--- config.mk ---
export PLATFORM = sky130hd
export DESIGN_NAME = conv_w_fetch_flat
export DESIGN_NICKNAME = d
export VERILOG_FILES = /design/src/rtl/conv_w_fetch_if.sv /design/src/rtl/conv_w_fetch.sv /design/src/flat_wrapper.sv
export SDC_FILE = /design/constraint.sdc
export NUM_CORES = 1
export LEC_CHECK = 0
export ABC_AREA = 1
export CORE_AREA = 2 2 131 261
export DETAILED_ROUTE_END_ITERATION = 7
export DIE_AREA = 0 0 133 263
export MAX_ROUTING_LAYER = met4
export PLACE_DENSITY = 0.49
export REMOVE_ABC_BUFFERS = 1
export SETUP_SLACK_MARGIN = 0.02
export SKIP_CTS_REPAIR_TIMING = 1
export SLEW_MARGIN = 20
export SYNTH_ARGS = -nofsm -noshare
export SYNTH_HDL_FRONTEND = slang
export SYNTH_SLANG_ARGS = --single-unit
export TNS_END_PERCENT = 50
--- constraint.sdc ---
create_clock -name clk -period 5.2 [get_ports clk]
set_input_delay 1.3 -clock clk [delete_from_list [all_inputs] [get_ports clk]]
set_output_delay 1.3 -clock clk [all_outputs]
set_load 0.01 [all_outputs]
--- src/rtl/conv_w_fetch_if.sv ---
// Port-A read bus to the conv weight BRAM plus the weight stream to the conv engine.
interface conv_w_fetch_if #(
  parameter int unsigned ADDR_W = 12,
  parameter int unsigned DATA_W = 24,
  parameter int unsigned WGT_W  = 8
);
  logic              bram_ena;
  logic [ADDR_W-1:0] bram_addra;
  logic [DATA_W-1:0] bram_douta;
  logic              bram_rd_vld;
  logic [WGT_W-1:0]  w_data;
  logic              w_valid;
  logic              w_ready;
  logic              w_last;

  modport master (
    output bram_ena, bram_addra,
    input  bram_douta, bram_rd_vld,
    output w_data, w_valid, w_last,
    input  w_ready
  );

  modport slave (
    input  bram_ena, bram_addra,
    output bram_douta, bram_rd_vld,
    input  w_data, w_valid, w_last,
    output w_ready
  );
endinterface

--- src/rtl/conv_w_fetch.sv ---
// Weight fetch sequencer: reads a run of BRAM words, buffers them and streams
// three signed 8-bit weights per word to the conv engine.
module conv_w_fetch #(
  parameter int unsigned ADDR_W     = 12,
  parameter int unsigned DATA_W     = 24,
  parameter int unsigned WGT_W      = 8,
  parameter int unsigned FIFO_DEPTH = 4
) (
  input  logic              clk,
  input  logic              rst_n,
  input  logic              start,
  input  logic [ADDR_W-1:0] base_addr,
  input  logic [ADDR_W-1:0] num_words,
  output logic              busy,
  output logic              done,
  conv_w_fetch_if.master    bus
);

  localparam int unsigned PTR_W = $clog2(FIFO_DEPTH);
  localparam int unsigned CNT_W = PTR_W + 1;
  localparam int unsigned PND_W = CNT_W + 1;

  typedef enum logic [1:0] {S_IDLE, S_FETCH, S_DRAIN, S_DONE} state_t;

  state_t            state;
  logic [ADDR_W-1:0] addr;
  logic [ADDR_W-1:0] rem;
  logic [ADDR_W-1:0] pop_rem;
  logic              inflight;
  logic [1:0]        lane;

  logic [DATA_W-1:0] mem [FIFO_DEPTH];
  logic [PTR_W-1:0]  wr_ptr;
  logic [PTR_W-1:0]  rd_ptr;
  logic [CNT_W-1:0]  fifo_count;

  logic [DATA_W-1:0] head;
  logic              handshake;
  logic              push;
  logic              pop;
  logic [PND_W-1:0]  pending;
  logic              can_issue;

  assign head        = mem[rd_ptr];
  assign bus.w_valid = (fifo_count != CNT_W'(0));
  assign bus.w_last  = bus.w_valid && (lane == 2'd2) && (pop_rem == ADDR_W'(1));
  assign handshake   = bus.w_valid && bus.w_ready;
  assign pop         = handshake && (lane == 2'd2);
  // Data returning for a read issued before a reset has inflight=0 and is dropped.
  assign push        = bus.bram_rd_vld && inflight;
  // Words buffered plus reads already issued whose data has not yet landed.
  assign pending     = PND_W'(fifo_count) + PND_W'(bus.bram_ena) + PND_W'(inflight);
  assign can_issue   = (pending < PND_W'(FIFO_DEPTH));

  always_comb begin
    bus.w_data = head[WGT_W-1:0];
    case (lane)
      2'd0:    bus.w_data = head[WGT_W-1:0];
      2'd1:    bus.w_data = head[2*WGT_W-1:WGT_W];
      default: bus.w_data = head[3*WGT_W-1:2*WGT_W];
    endcase
  end

  // Job sequencing, read issue and lane tracking.
  always_ff @(posedge clk) begin
    if (!rst_n) begin
      state          <= S_IDLE;
      busy           <= 1'b0;
      done           <= 1'b0;
      bus.bram_ena   <= 1'b0;
      bus.bram_addra <= '0;
      addr           <= '0;
      rem            <= '0;
      pop_rem        <= '0;
      inflight       <= 1'b0;
      lane           <= 2'd0;
    end else begin
      done         <= 1'b0;
      bus.bram_ena <= 1'b0;
      inflight     <= bus.bram_ena;
      if (handshake) lane <= (lane == 2'd2) ? 2'd0 : lane + 2'd1;
      if (pop) pop_rem <= pop_rem - ADDR_W'(1);
      case (state)
        S_IDLE: begin
          if (start) begin
            addr    <= base_addr;
            rem     <= num_words;
            pop_rem <= num_words;
            if (num_words != ADDR_W'(0)) begin
              state <= S_FETCH;
              busy  <= 1'b1;
            end else begin
              state <= S_DONE;
              done  <= 1'b1;
            end
          end
        end
        S_FETCH: begin
          // Leave once the final read's enable is on the bus.
          if (rem == ADDR_W'(0)) begin
            state <= S_DRAIN;
          end else if (can_issue) begin
            bus.bram_ena   <= 1'b1;
            bus.bram_addra <= addr;
            addr           <= addr + ADDR_W'(1);
            rem            <= rem - ADDR_W'(1);
          end
        end
        S_DRAIN: begin
          if (handshake && bus.w_last) begin
            state <= S_DONE;
            busy  <= 1'b0;
            done  <= 1'b1;
          end
        end
        default: state <= S_IDLE;
      endcase
    end
  end

  // Word buffer; simultaneous push and pop leave the count unchanged.
  always_ff @(posedge clk) begin
    if (!rst_n) begin
      wr_ptr     <= '0;
      rd_ptr     <= '0;
      fifo_count <= '0;
      for (int unsigned i = 0; i < FIFO_DEPTH; i++) mem[i] <= '0;
    end else begin
      if (push) begin
        mem[wr_ptr] <= bus.bram_douta;
        wr_ptr      <= wr_ptr + PTR_W'(1);
      end
      if (pop) rd_ptr <= rd_ptr + PTR_W'(1);
      case ({push, pop})
        2'b10:   fifo_count <= fifo_count + CNT_W'(1);
        2'b01:   fifo_count <= fifo_count - CNT_W'(1);
        default: fifo_count <= fifo_count;
      endcase
    end
  end

endmodule

--- src/flat_wrapper.sv ---
// flat-port wrapper written by rule: the top's interface ports become plain ports
module conv_w_fetch_flat 
#(
  parameter int unsigned ADDR_W     = 12,
  parameter int unsigned DATA_W     = 24,
  parameter int unsigned WGT_W      = 8,
  parameter int unsigned FIFO_DEPTH = 4
)
  (clk, rst_n, start, base_addr, num_words, busy, done, bus_bram_ena, bus_bram_addra, bus_bram_douta, bus_bram_rd_vld, bus_w_data, bus_w_valid, bus_w_last, bus_w_ready);
  conv_w_fetch_if #(.ADDR_W(ADDR_W), .DATA_W(DATA_W), .WGT_W(WGT_W)) bus_i ();
  input  logic clk;
  input  logic rst_n;
  input  logic start;
  input  logic [ADDR_W-1:0] base_addr;
  input  logic [ADDR_W-1:0] num_words;
  output logic busy;
  output logic done;
  output wire logic [$bits(bus_i.bram_ena)-1:0] bus_bram_ena;
  output wire logic [$bits(bus_i.bram_addra)-1:0] bus_bram_addra;
  input wire logic [$bits(bus_i.bram_douta)-1:0] bus_bram_douta;
  input wire logic [$bits(bus_i.bram_rd_vld)-1:0] bus_bram_rd_vld;
  output wire logic [$bits(bus_i.w_data)-1:0] bus_w_data;
  output wire logic [$bits(bus_i.w_valid)-1:0] bus_w_valid;
  output wire logic [$bits(bus_i.w_last)-1:0] bus_w_last;
  input wire logic [$bits(bus_i.w_ready)-1:0] bus_w_ready;
  assign bus_bram_ena = bus_i.bram_ena;
  assign bus_bram_addra = bus_i.bram_addra;
  assign bus_i.bram_douta = bus_bram_douta;
  assign bus_i.bram_rd_vld = bus_bram_rd_vld;
  assign bus_w_data = bus_i.w_data;
  assign bus_w_valid = bus_i.w_valid;
  assign bus_w_last = bus_i.w_last;
  assign bus_i.w_ready = bus_w_ready;
  conv_w_fetch #(.ADDR_W(ADDR_W), .DATA_W(DATA_W), .WGT_W(WGT_W), .FIFO_DEPTH(FIFO_DEPTH)) u_core (.clk(clk), .rst_n(rst_n), .start(start), .base_addr(base_addr), .num_words(num_words), .busy(busy), .done(done), .bus(bus_i));
endmodule
==> PnR_summary.wiki, run 1 <==
{| class="wikitable"
! Metric !! Value
|-
| Synth area leader || edfxtp_1
|-
| WHS Path Cells || 2
|-
| Area of the multi-input gates || approximately 3200 µm²
|-
| Internal Power || between 2000 and 3000 µW
|-
| Overall overflow remaining after global route || 0
|-
| Net Switching || between 1000 and 1500 µW
|-
| Pwr Total || 4260 µW
|-
| Start-to-end type of the worst setup path || register to output pin
|-
| Pin slew with the least headroom to its limit || 1050 ps
|-
| Peak supply drop || approximately 0.24 mV
|-
| Part of the cycle the worst path needs || about four fifths
|-
| Antenna violations before repair || 0
|-
| Final number of setup-violating endpoints || 0
|-
| Clock slew seen by the registers of the worst setup and hold paths || about 70 ps
|-
| Basic-gate share of the synthesized area counting and, or, nand and nor cells || roughly a quarter
|-
| Final-layout setup total negative slack || 0 ps
|-
| Reg power frac || about 40%
|-
| ANT cells || 0
|-
| Chain of cells forming the critical path || buf_4, inv_1, buf_4, nor2_1, o32ai_1, nand2_1, nand3_1, clkdlybuf4s50_1
|-
| Max_slew headroom || 29.8%
|-
| WL/cell || roughly 15 µm
|-
| Clock network power share || roughly 31%
|-
| Largest family of logic cells by synthesized area || simple AND/OR/NAND/NOR gates
|-
| Crit Reg-Reg Startpoint || u_core.lane[1]
|-
| Synth Area in Adders || about 1.9%
|-
| DRC marker count from the first detailed-route iteration || 343
|-
| Largest net degree at the start of global routing || 50
|-
| Mux contribution to synthesized area || less than 1%
|-
| Hold violation count in the final report || 0
|-
| Signed area change from the synthesized netlist to the final layout || 21.8%
|-
| Cell occurring most often along the worst timing path || buf_4
|-
| Cell area after technology mapping || 8170 µm²
|-
| Vias post-DR || about 6.7k
|-
| Warning count from the yosys run || 0
|-
| Setup repair after global routing missed its margin || no
|-
| Number of iterations in the first detailed-routing pass || 7
|-
| Top cells by area in the synthesized netlist || edfxtp_1, dfxtp_1, nor2_1
|-
| Leakage component of the power || a little under 0.004 µW
|-
| TritonCTS buffer count || 17
|-
| Flip-flop and latch count after synthesis || around 160
|-
| Critical path depth in cells || 8
|-
| Number of buffers on the longest clock path || 2
|-
| Number of nets with antenna violations after routing || 0
|-
| CP max stage cell || clkdlybuf4s50_1
|-
| Most used cells in the layout excluding fill and tap cells || nor2_1, nand2_1, inv_1
|-
| CTS HTree Levels || 4
|-
| Vias in the first global route || a little under 7k
|-
| Worst hold start || u_core.bus.bram_addra[2]
|-
| Worst setup slack before clock tree synthesis || about 1400 ps
|-
| Power Density || approximately 430 nW/µm²
|-
| Cell count after synthesis || 1009
|-
| Final instance count without filler cells || ~1.5k
|-
| Synth top area share || between 30% and 40%
|-
| Average footprint of a synthesized cell || around 8 µm²
|-
| CP Launch Type || register
|-
| Chip Width || about 130 µm
|-
| Die area || 35000 µm²
|-
| Worst Path Required || approximately 3900 ps
|-
| Clock Latency Late Sink || 450 ps
|-
| Comb power frac || just under 30%
|-
| Number of buffers and inverters on the critical path || 4
|-
| Switching Share || between 30 and 40%
|-
| Area fraction in compound gates after synthesis || roughly 12%
|-
| First-pass GRT wire length || ~36 mm
|-
| CTS sink cnt || between 150 and 200
|-
| PnR worst setup slack || 1010 ps
|-
| Endpoint kind of the worst setup timing path || output pin
|-
| Status || finished clean
|-
| Ratio of routed vias to standard cells || between 4 and 5
|-
| Layout Skew || between 10 and 15 ps
|-
| Arrival time of data at the critical path endpoint || 2890 ps
|-
| I/O pins || slightly below 80
|-
| Sequential-to-total area share from yosys stat || roughly 51%
|-
| Hold Path Class || register to register
|-
| Row cnt || 94
|-
| GRT Util Overall || between 10% and 20%
|-
| Height of the die || roughly 260 µm
|-
| Dpl hpwl || between 15 and 20 mm
|-
| Depth of the worst register-to-register path || 9
|-
| Cell family with most CP delay || buffers and inverters
|-
| Final weighted congestion in routability-driven placement || slightly above 0.8
|-
| Min Clock Period, post-route || around 4200 ps
|-
| Register cell area after layout || between 4000 and 5000 µm²
|-
| Post-detailed-route DRC marker count || 0
|-
| CTS tree || yes
|-
| Fmax achieved || around 0.24 GHz
|-
| Layout cell share with drive strength beyond 1 || under 10%
|-
| Total routed wirelength || 22.9 mm
|-
| Filler Cells Inserted || ~3.5k
|-
| Maximum single-stage delay on the critical path || between 500 and 600 ps
|-
| Xor/xnor cell area share of the yosys netlist || 1.18%
|-
| Cell Count Post-Placement || between 1k and 1.5k
|-
| Root Buffer Master || clkbuf_16
|-
| Number of nets at the end of the flow || 1134
|-
| Count of buffers inserted at the top-level ports || 77
|-
| Count of unique library cells instantiated by Yosys || 40
|-
| Floorplan core area || between 30000 and 40000 µm²
|-
| Number of max-cap violations || 0
|-
| Starting density of the core || ~25%
|-
| Most common cell after layout, fill and taps aside || nor2_1
|-
| Final Slew Violations || 0
|-
| Maximum net fanout on the critical path || 49
|}
[routing by layer]
layer / GRT usage (%) / routed length, µm
met1: 13.5 / 8550
met2: 26.7 / 12900
met3: 2.27 / 655
met4: 6.71 / 771
met5: - / 0
[kinds of logic after synthesis]
logic type / Yosys count
AOI/OAI and AO/OA: 175
buffers and inverters: 186
xor gates and xnor gates: 11
adders and majority gates: 12
DFF: 161
and+or+nand+nor: 463
muxes: 1
[state kept, by name (all words and copies together) (netlist names), named ones only]
register,count
u_core.lane,2
u_core.pop_rem,12
u_core.fifo_count,3
u_core.rem,12
u_core.state,2
u_core.rd_ptr,2
u_core.inflight,1
u_core.mem,96
u_core.wr_ptr,2
u_core.busy,1
u_core.bus.bram_ena,1
u_core.done,1
u_core.addr,12
u_core.bus.bram_addra,12
[worst paths after layout]
path                                   end  slack [ps]
hold reg to reg   u_core.bus.bram_addra[2]         450
hold / removal    u_core.bus.bram_addra[2]         450
setup reg to reg      u_core.fifo_count[2]        2600
setup / recovery             bus_w_data[6]        1010
[layout make-up]
cell class	instances	share of cell area, %
clock inverter	12	1.56
multi-input combinational	662	32.7
sequential	161	42.1
clock buffer	20	4.59
inverter	142	5.36
timing repair buffer	85	8.35
tap	432	5.43
[through the flow]
stage	util, %	cell area, µm²	hold slack (ps)
3_3_place_gp	28.5	9340	438
3_5_place_dp	28.5	9340	436
5_1_grt	30.3	9950	463
6_report	30.3	9950	445
4_1_cts	30.3	9950	454
2_1_floorplan	-	7940	436
[power by group through the flow]
stage	clock network (µW)	registers, µW	logic (µW)
finish	1320	1700	1240
global route	1400	1730	1410
CTS	1360	1700	1260
global placement	0	1730	1250
detailed placement	0	1730	1260
floorplan	0	1710	820
[cells in the mapped netlist]
master and n:
nor2_2 16, nor2_4 4, nor3_2 1, inv_2 7, nor3_4 1, a21oi_2 3, edfxtp_1 96, buf_1 4
nand3b_1 3, ha_1 11, xnor2_1 6, fa_1 1, inv_1 135, nand2_1 161, or2_2 2, mux2i_1 1
nand2_4 1, o211ai_1 3, o32ai_1 24, nand3_4 1, xor2_1 5, o21ai_0 67, nand3_2 4, clkbuf_1 19
dfxtp_1 65, buf_2 13, nor4_1 1, a211oi_1 1, nor2_1 222, nand3_1 30, nor3_1 5, a21oi_1 62
o21ai_2 1, nand2_2 4, nand4_1 7, buf_4 3, o21ai_1 12, buf_6 5, a31oi_1 1, o2111ai_1 1
[worst register-to-register path: stages, from the launching register on]
cell and delay [ps]:
dfxtp_1 720, nand2_1 280, nor2_4 360, ha_1 210, inv_1 70, fa_1 380, a21oi_1 140, o21ai_0 110
o21ai_0 160, a21oi_1 60
Note: power is estimated with default switching activity, not from simulation.
==> run 2, diff against run 1 <==
==> constraint.sdc (replaced) <==
create_clock -name clk -period 4.16 [get_ports clk]
set_input_delay 1.04 -clock clk [delete_from_list [all_inputs] [get_ports clk]]
set_output_delay 1.04 -clock clk [all_outputs]
set_load 0.01 [all_outputs]
==> run 2 against run 1 <==
Critical endpoint is now bus_w_last. Count of clock-buffer cells in the layout decreased by 2. Combinational power increased by 26%. Die area unchanged. Final cell count increased by 0.33%. Global-route usage increased by 0.069 points. Flip-flop and latch count unchanged. Sequential power increased by 25%. Critical path type unchanged.
==> PnR_summary.wiki, run 2 (synthesis results as in run 1) <==
{| class="wikitable"
! Metric !! Value
|-
| Status || finished clean
|-
| Min Clock Period, post-route || ~3600 ps
|-
| Floorplan core area || between 30000 and 40000 µm²
|-
| Final weighted congestion in routability-driven placement || between 0.8 and 0.9
|-
| Layout cell share with drive strength beyond 1 || under 10%
|-
| Number of buffers on the longest clock path || 2
|-
| Internal Power || roughly 3400 µW
|-
| Number of iterations in the first detailed-routing pass || 4
|-
| Peak supply drop || 0.312 mV
|-
| WL/cell || about 15 µm
|-
| Overall overflow remaining after global route || 0
|-
| Worst Path Required || 3120 ps
|-
| Largest net degree at the start of global routing || 49
|-
| Chip Width || between 100 and 150 µm
|-
| Layout Skew || 11.5 ps
|-
| Max_slew headroom || 25.2%
|-
| Net Switching || 1830 µW
|-
| Switching Share || a little over a third
|-
| Most common cell after layout, fill and taps aside || nor2_1
|-
| ANT cells || 0
|-
| Maximum net fanout on the critical path || 12
|-
| Total routed wirelength || between 20 and 25 mm
|-
| Final Slew Violations || 0
|-
| CTS HTree Levels || 4
|-
| Row cnt || 94
|-
| Arrival time of data at the critical path endpoint || 2560 ps
|-
| Signed area change from the synthesized netlist to the final layout || 21.5%
|-
| Start-to-end type of the worst setup path || register to output pin
|-
| Root Buffer Master || clkbuf_16
|-
| CP Launch Type || register
|-
| Ratio of routed vias to standard cells || ~4.5
|-
| Most used cells in the layout excluding fill and tap cells || nor2_1, nand2_1, inv_1
|-
| Vias in the first global route || just under 7k
|-
| Final number of setup-violating endpoints || 0
|-
| I/O pins || 78
|-
| Count of buffers inserted at the top-level ports || 77
|-
| Clock Latency Late Sink || 450 ps
|-
| Starting density of the core || approximately a quarter
|-
| Clock slew seen by the registers of the worst setup and hold paths || 60 ps
|-
| Post-detailed-route DRC marker count || 0
|-
| Register cell area after layout || between 4000 and 5000 µm²
|-
| Leakage component of the power || 0.00387 µW
|-
| Filler Cells Inserted || about 3.5k
|-
| Final standard cell area without fillers || approximately 10000 µm²
|-
| Pin slew with the least headroom to its limit || roughly 1100 ps
|-
| Number of nets at the end of the flow || ~1.1k
|-
| Hold Path Class || register to register
|-
| Setup repair after global routing missed its margin || no
|-
| Largest register by flop count || u_core.mem
|-
| Dpl hpwl || 15.7 mm
|-
| TritonCTS buffer count || 17
|-
| Height of the die || between 200 and 300 µm
|-
| First-pass GRT wire length || around 36 mm
|-
| Number of nets with antenna violations after routing || 0
|-
| Part of the cycle the worst path needs || ~86%
|-
| Die area || about 35000 µm²
|-
| Fmax achieved || around 0.28 GHz
|-
| GRT Util Overall || ~14%
|-
| Hold violation count in the final report || 0
|-
| Antenna violations before repair || 0
|-
| Max FFs per register || 96
|-
| CTS tree || yes
|-
| Standard cell area after detailed placement || around 9400 µm²
|-
| Vias post-DR || 6795
|-
| Reg power frac || 40.5%
|-
| CTS sink cnt || between 150 and 200
|-
| Area of the multi-input gates || ~3200 µm²
|-
| DRC marker count from the first detailed-route iteration || 430
|-
| Comb power frac || between 20% and 30%
|-
| Number of max-cap violations || 0
|-
| Endpoint kind of the worst setup timing path || output pin
|-
| Power Density || about 530 nW/µm²
|-
| Final-layout setup total negative slack || 0 ps
|-
| Clock network power share || roughly 30%
|}
run 2: per-stage QoR:
step	instances	total power [µW]	hold WS, ps	setup slack (ps)	utilization (%)
6_report	1519	5230	447	564	30.3
5_1_grt	1519	5580	471	451	30.3
4_1_cts	1519	5300	452	569	30.3
3_5_place_dp	1487	3730	437	950	28.5
3_3_place_gp	1487	3720	438	883	28.5
2_1_floorplan	965	3160	436	769	-
run 2: area by class of cell:
class / instances / share of cell area (%)
Sequential cell: 161 / 42.1
Multi-Input combinational cell: 662 / 32.6
Inverter: 142 / 5.37
Timing Repair Buffer: 90 / 8.74
Clock inverter: 14 / 1.42
Tap cell: 432 / 5.44
Clock buffer: 18 / 4.32
run 2: worst max-delay path: stages, from the launching register on:
cell	delay, ps
dfxtp_1	720
nand2_1	250
inv_1	120
nand4_1	110
nor3_1	300
clkdlybuf4s50_1	610
run 2: power groups by stage:
stage / clock network [µW] / logic [µW] / registers [µW]
6_report: 1560 / 1560 / 2120
5_1_grt: 1660 / 1760 / 2150
4_1_cts: 1600 / 1580 / 2120
3_5_place_dp: 0 / 1580 / 2150
3_3_place_gp: 0 / 1570 / 2150
2_1_floorplan: 0 / 1020 / 2130
run 2: per-layer routing:
metal / wire length (µm) / part of all wire (%) / GRT usage [%]
met5: 0 / 0 / -
met4: 762 / 3.3 / 7.06
met3: 570 / 2.5 / 2.25
met2: 13100 / 56 / 27.3
met1: 8790 / 38 / 13.0
run 2: final timing paths:
kind,cells after the start,end,start,slack (ps)
max,5,bus_w_last,u_core.lane[1],560
min,2,u_core.bus.bram_addra[9],u_core.bus.bram_addra[9],450
max reg2reg,9,u_core.fifo_count[2],u_core.lane[1],1630
min reg2reg,2,u_core.bus.bram_addra[9],u_core.bus.bram_addra[9],450
==> run 3, diff against run 2 <==
--- a/config.mk
+++ b/config.mk
@@ -6,14 +6,14 @@
 export NUM_CORES = 1
 export LEC_CHECK = 0
 export ABC_AREA = 1
-export CORE_AREA = 2 2 131 261
+export CORE_AREA = 2 2 184 186
 export DETAILED_ROUTE_END_ITERATION = 7
-export DIE_AREA = 0 0 133 263
+export DIE_AREA = 0 0 186 188
 export MAX_ROUTING_LAYER = met4
 export PLACE_DENSITY = 0.49
-export REMOVE_ABC_BUFFERS = 1
 export SETUP_SLACK_MARGIN = 0.02
 export SKIP_CTS_REPAIR_TIMING = 1
+export SKIP_LAST_GASP = 1
 export SLEW_MARGIN = 20
 export SYNTH_ARGS = -nofsm -noshare
 export SYNTH_HDL_FRONTEND = slang
==> run 3 against run 2 <==
Largest power group unchanged. Global-route usage shrank 0.63 points. Hold slack lost 2.0 ps. Count of clock-buffer cells in the layout did not move. Sequential share of layout area down 0.34 points. Via count decreased by 1.0%. Non-clock buffer count increased by 3. Maximum frequency increased by 0.41%.
==> PnR_summary.wiki, run 3 (synthesis results as in run 1) <==
{| class="wikitable"
! Metric !! Value
|-
| Syn Nets || approximately 1.1k
|-
| Clock slew seen by the registers of the worst setup and hold paths || approximately 70 ps
|-
| Final-layout setup total negative slack || 0 ps
|-
| Min Clock Period, post-route || ~3600 ps
|-
| Maximum net fanout on the critical path || 30
|-
| Count of buffers inserted at the top-level ports || 77
|-
| Floorplan core area || between 30000 and 40000 µm²
|-
| Overall overflow remaining after global route || 0
|-
| ANT cells || 0
|-
| Largest net degree at the start of global routing || between 40 and 50
|-
| Layout Skew || about 9.5 ps
|-
| Post-detailed-route DRC marker count || 0
|-
| TritonCTS buffer count || 17
|-
| Total routed wirelength || 22.1 mm
|-
| Worst slack on hold paths || 445 ps
|-
| Setup repair after global routing missed its margin || no
|-
| Final core utilization || 30.2%
|-
| Power Density || 528 nW/µm²
|-
| Hold Path Class || register to register
|-
| Status || finished clean
|-
| CP Launch Type || register
|-
| GRT Util Overall || between 10% and 20%
|-
| Arrival time of data at the critical path endpoint || 2540 ps
|-
| WL/cell || between 10 and 15 µm
|-
| Final weighted congestion in routability-driven placement || slightly above 0.8
|-
| Vias post-DR || ~6.7k
|-
| Signed area change from the synthesized netlist to the final layout || 22.5%
|-
| Layout cell share with drive strength beyond 1 || under 10%
|-
| Final Slew Violations || 0
|-
| First-pass GRT wire length || around 35 mm
|-
| Ratio of routed vias to standard cells || 4.37
|-
| Max_slew headroom || between 20% and 30%
|-
| Row cnt || 67
|-
| CTS sink cnt || ~160
|-
| Part of the cycle the worst path needs || a little under nine tenths
|-
| Root Buffer Master || clkbuf_16
|-
| Hold violation count in the final report || 0
|-
| Die area || between 30000 and 40000 µm²
|-
| I/O pins || ~80
|-
| Worst Path Required || around 3100 ps
|-
| DRC marker count from the first detailed-route iteration || roughly 430
|-
| Number of nets with antenna violations after routing || 0
|-
| PnR worst setup slack || approximately 580 ps
|-
| FF-to-FF setup slack || roughly 1900 ps
|-
| Number of max-cap violations || 0
|-
| Height of the die || between 150 and 200 µm
|-
| Dpl hpwl || between 10 and 15 mm
|-
| CTS tree || yes
|-
| Fmax achieved || 0.279 GHz
|-
| Pin slew with the least headroom to its limit || approximately 1100 ps
|-
| Endpoint kind of the worst setup timing path || output pin
|-
| Start-to-end type of the worst setup path || register to output pin
|-
| Number of iterations in the first detailed-routing pass || 5
|-
| Worst setup slack before clock tree synthesis || approximately 970 ps
|-
| Vias in the first global route || between 6k and 7k
|-
| Final number of setup-violating endpoints || 0
|-
| Number of nets at the end of the flow || roughly 1.1k
|-
| CTS HTree Levels || 4
|-
| Clock Latency Late Sink || 430 ps
|-
| Peak supply drop || 0.310 mV
|-
| Leakage component of the power || 0.00390 µW
|-
| Number of buffers on the longest clock path || 2
|-
| Most used cells in the layout excluding fill and tap cells || nor2_1, nand2_1, inv_1
|-
| Chip Width || approximately 190 µm
|-
| Max FFs per register || 96
|-
| Starting density of the core || about a quarter
|-
| Largest register by flop count || u_core.mem
|-
| Most common cell after layout, fill and taps aside || nor2_1
|-
| Antenna violations before repair || 0
|}
[run 3: cell types whose count changed in the layout (fill, tap and decap cells not counted), sizes merged]
cell | before | now
buf | 13 | 16
inv | 143 | 147
clkinv | 8 | 4
bufinv | 2 | 3
clkinvlp | 3 | 2
[run 3: metal layers]
metal  vias up  track usage [%]  wire length (µm)
met5         -                -                 0
met4         0             2.88               208
met3        15             2.41               857
met2       150             21.1             10300
met1      3160             18.2             10700
li1       3399                -                 -
[run 3: metrics by stage]
stage | instance area (µm²) | cells | total power, µW
after floorplan | 8170 | 1009 | 3250
after global placement | 9400 | 1506 | 3680
after detailed placement | 9400 | 1506 | 3690
after CTS | 10000 | 1538 | 5350
after global routing | 10000 | 1538 | 5650
final | 10000 | 1538 | 5280
[run 3: area by class of cell]
type / count / area, µm²
Inverter: 142 / 533
Clock inverter: 14 / 179
Sequential cell: 161 / 4180
Fill cell: 3582 / 23100
Clock buffer: 18 / 429
Timing Repair Buffer: 93 / 891
Multi-Input combinational cell: 662 / 3230
Tap cell: 448 / 561
[run 3: path summary, 6_finish.rpt]
check                                start  cells past startpoint                  endpoint
setup / recovery                  register                      7             bus_w_data[1]
hold / removal    u_core.bus.bram_addra[7]                      2  u_core.bus.bram_addra[7]
setup reg to reg      u_core.fifo_count[2]                     11      u_core.fifo_count[2]
hold reg to reg   u_core.bus.bram_addra[7]                      2  u_core.bus.bram_addra[7]
[run 3: power breakdown]
group          switching, µW  internal (µW)  leakage (µW)
Sequential               190           1930       0.00153
Combinational            932            586       0.00208
Clock                    688            956      0.000294
Total                   1810           3470       0.00390
[run 3: worst max-delay path, stage by stage (launching register included)]
cell and delay [ps]:
dfxtp_1 320, buf_4 230, buf_4 340, nor2_1 90, o32ai_1 330, nand2_1 90, nand3_1 150, clkdlybuf4s50_1 560
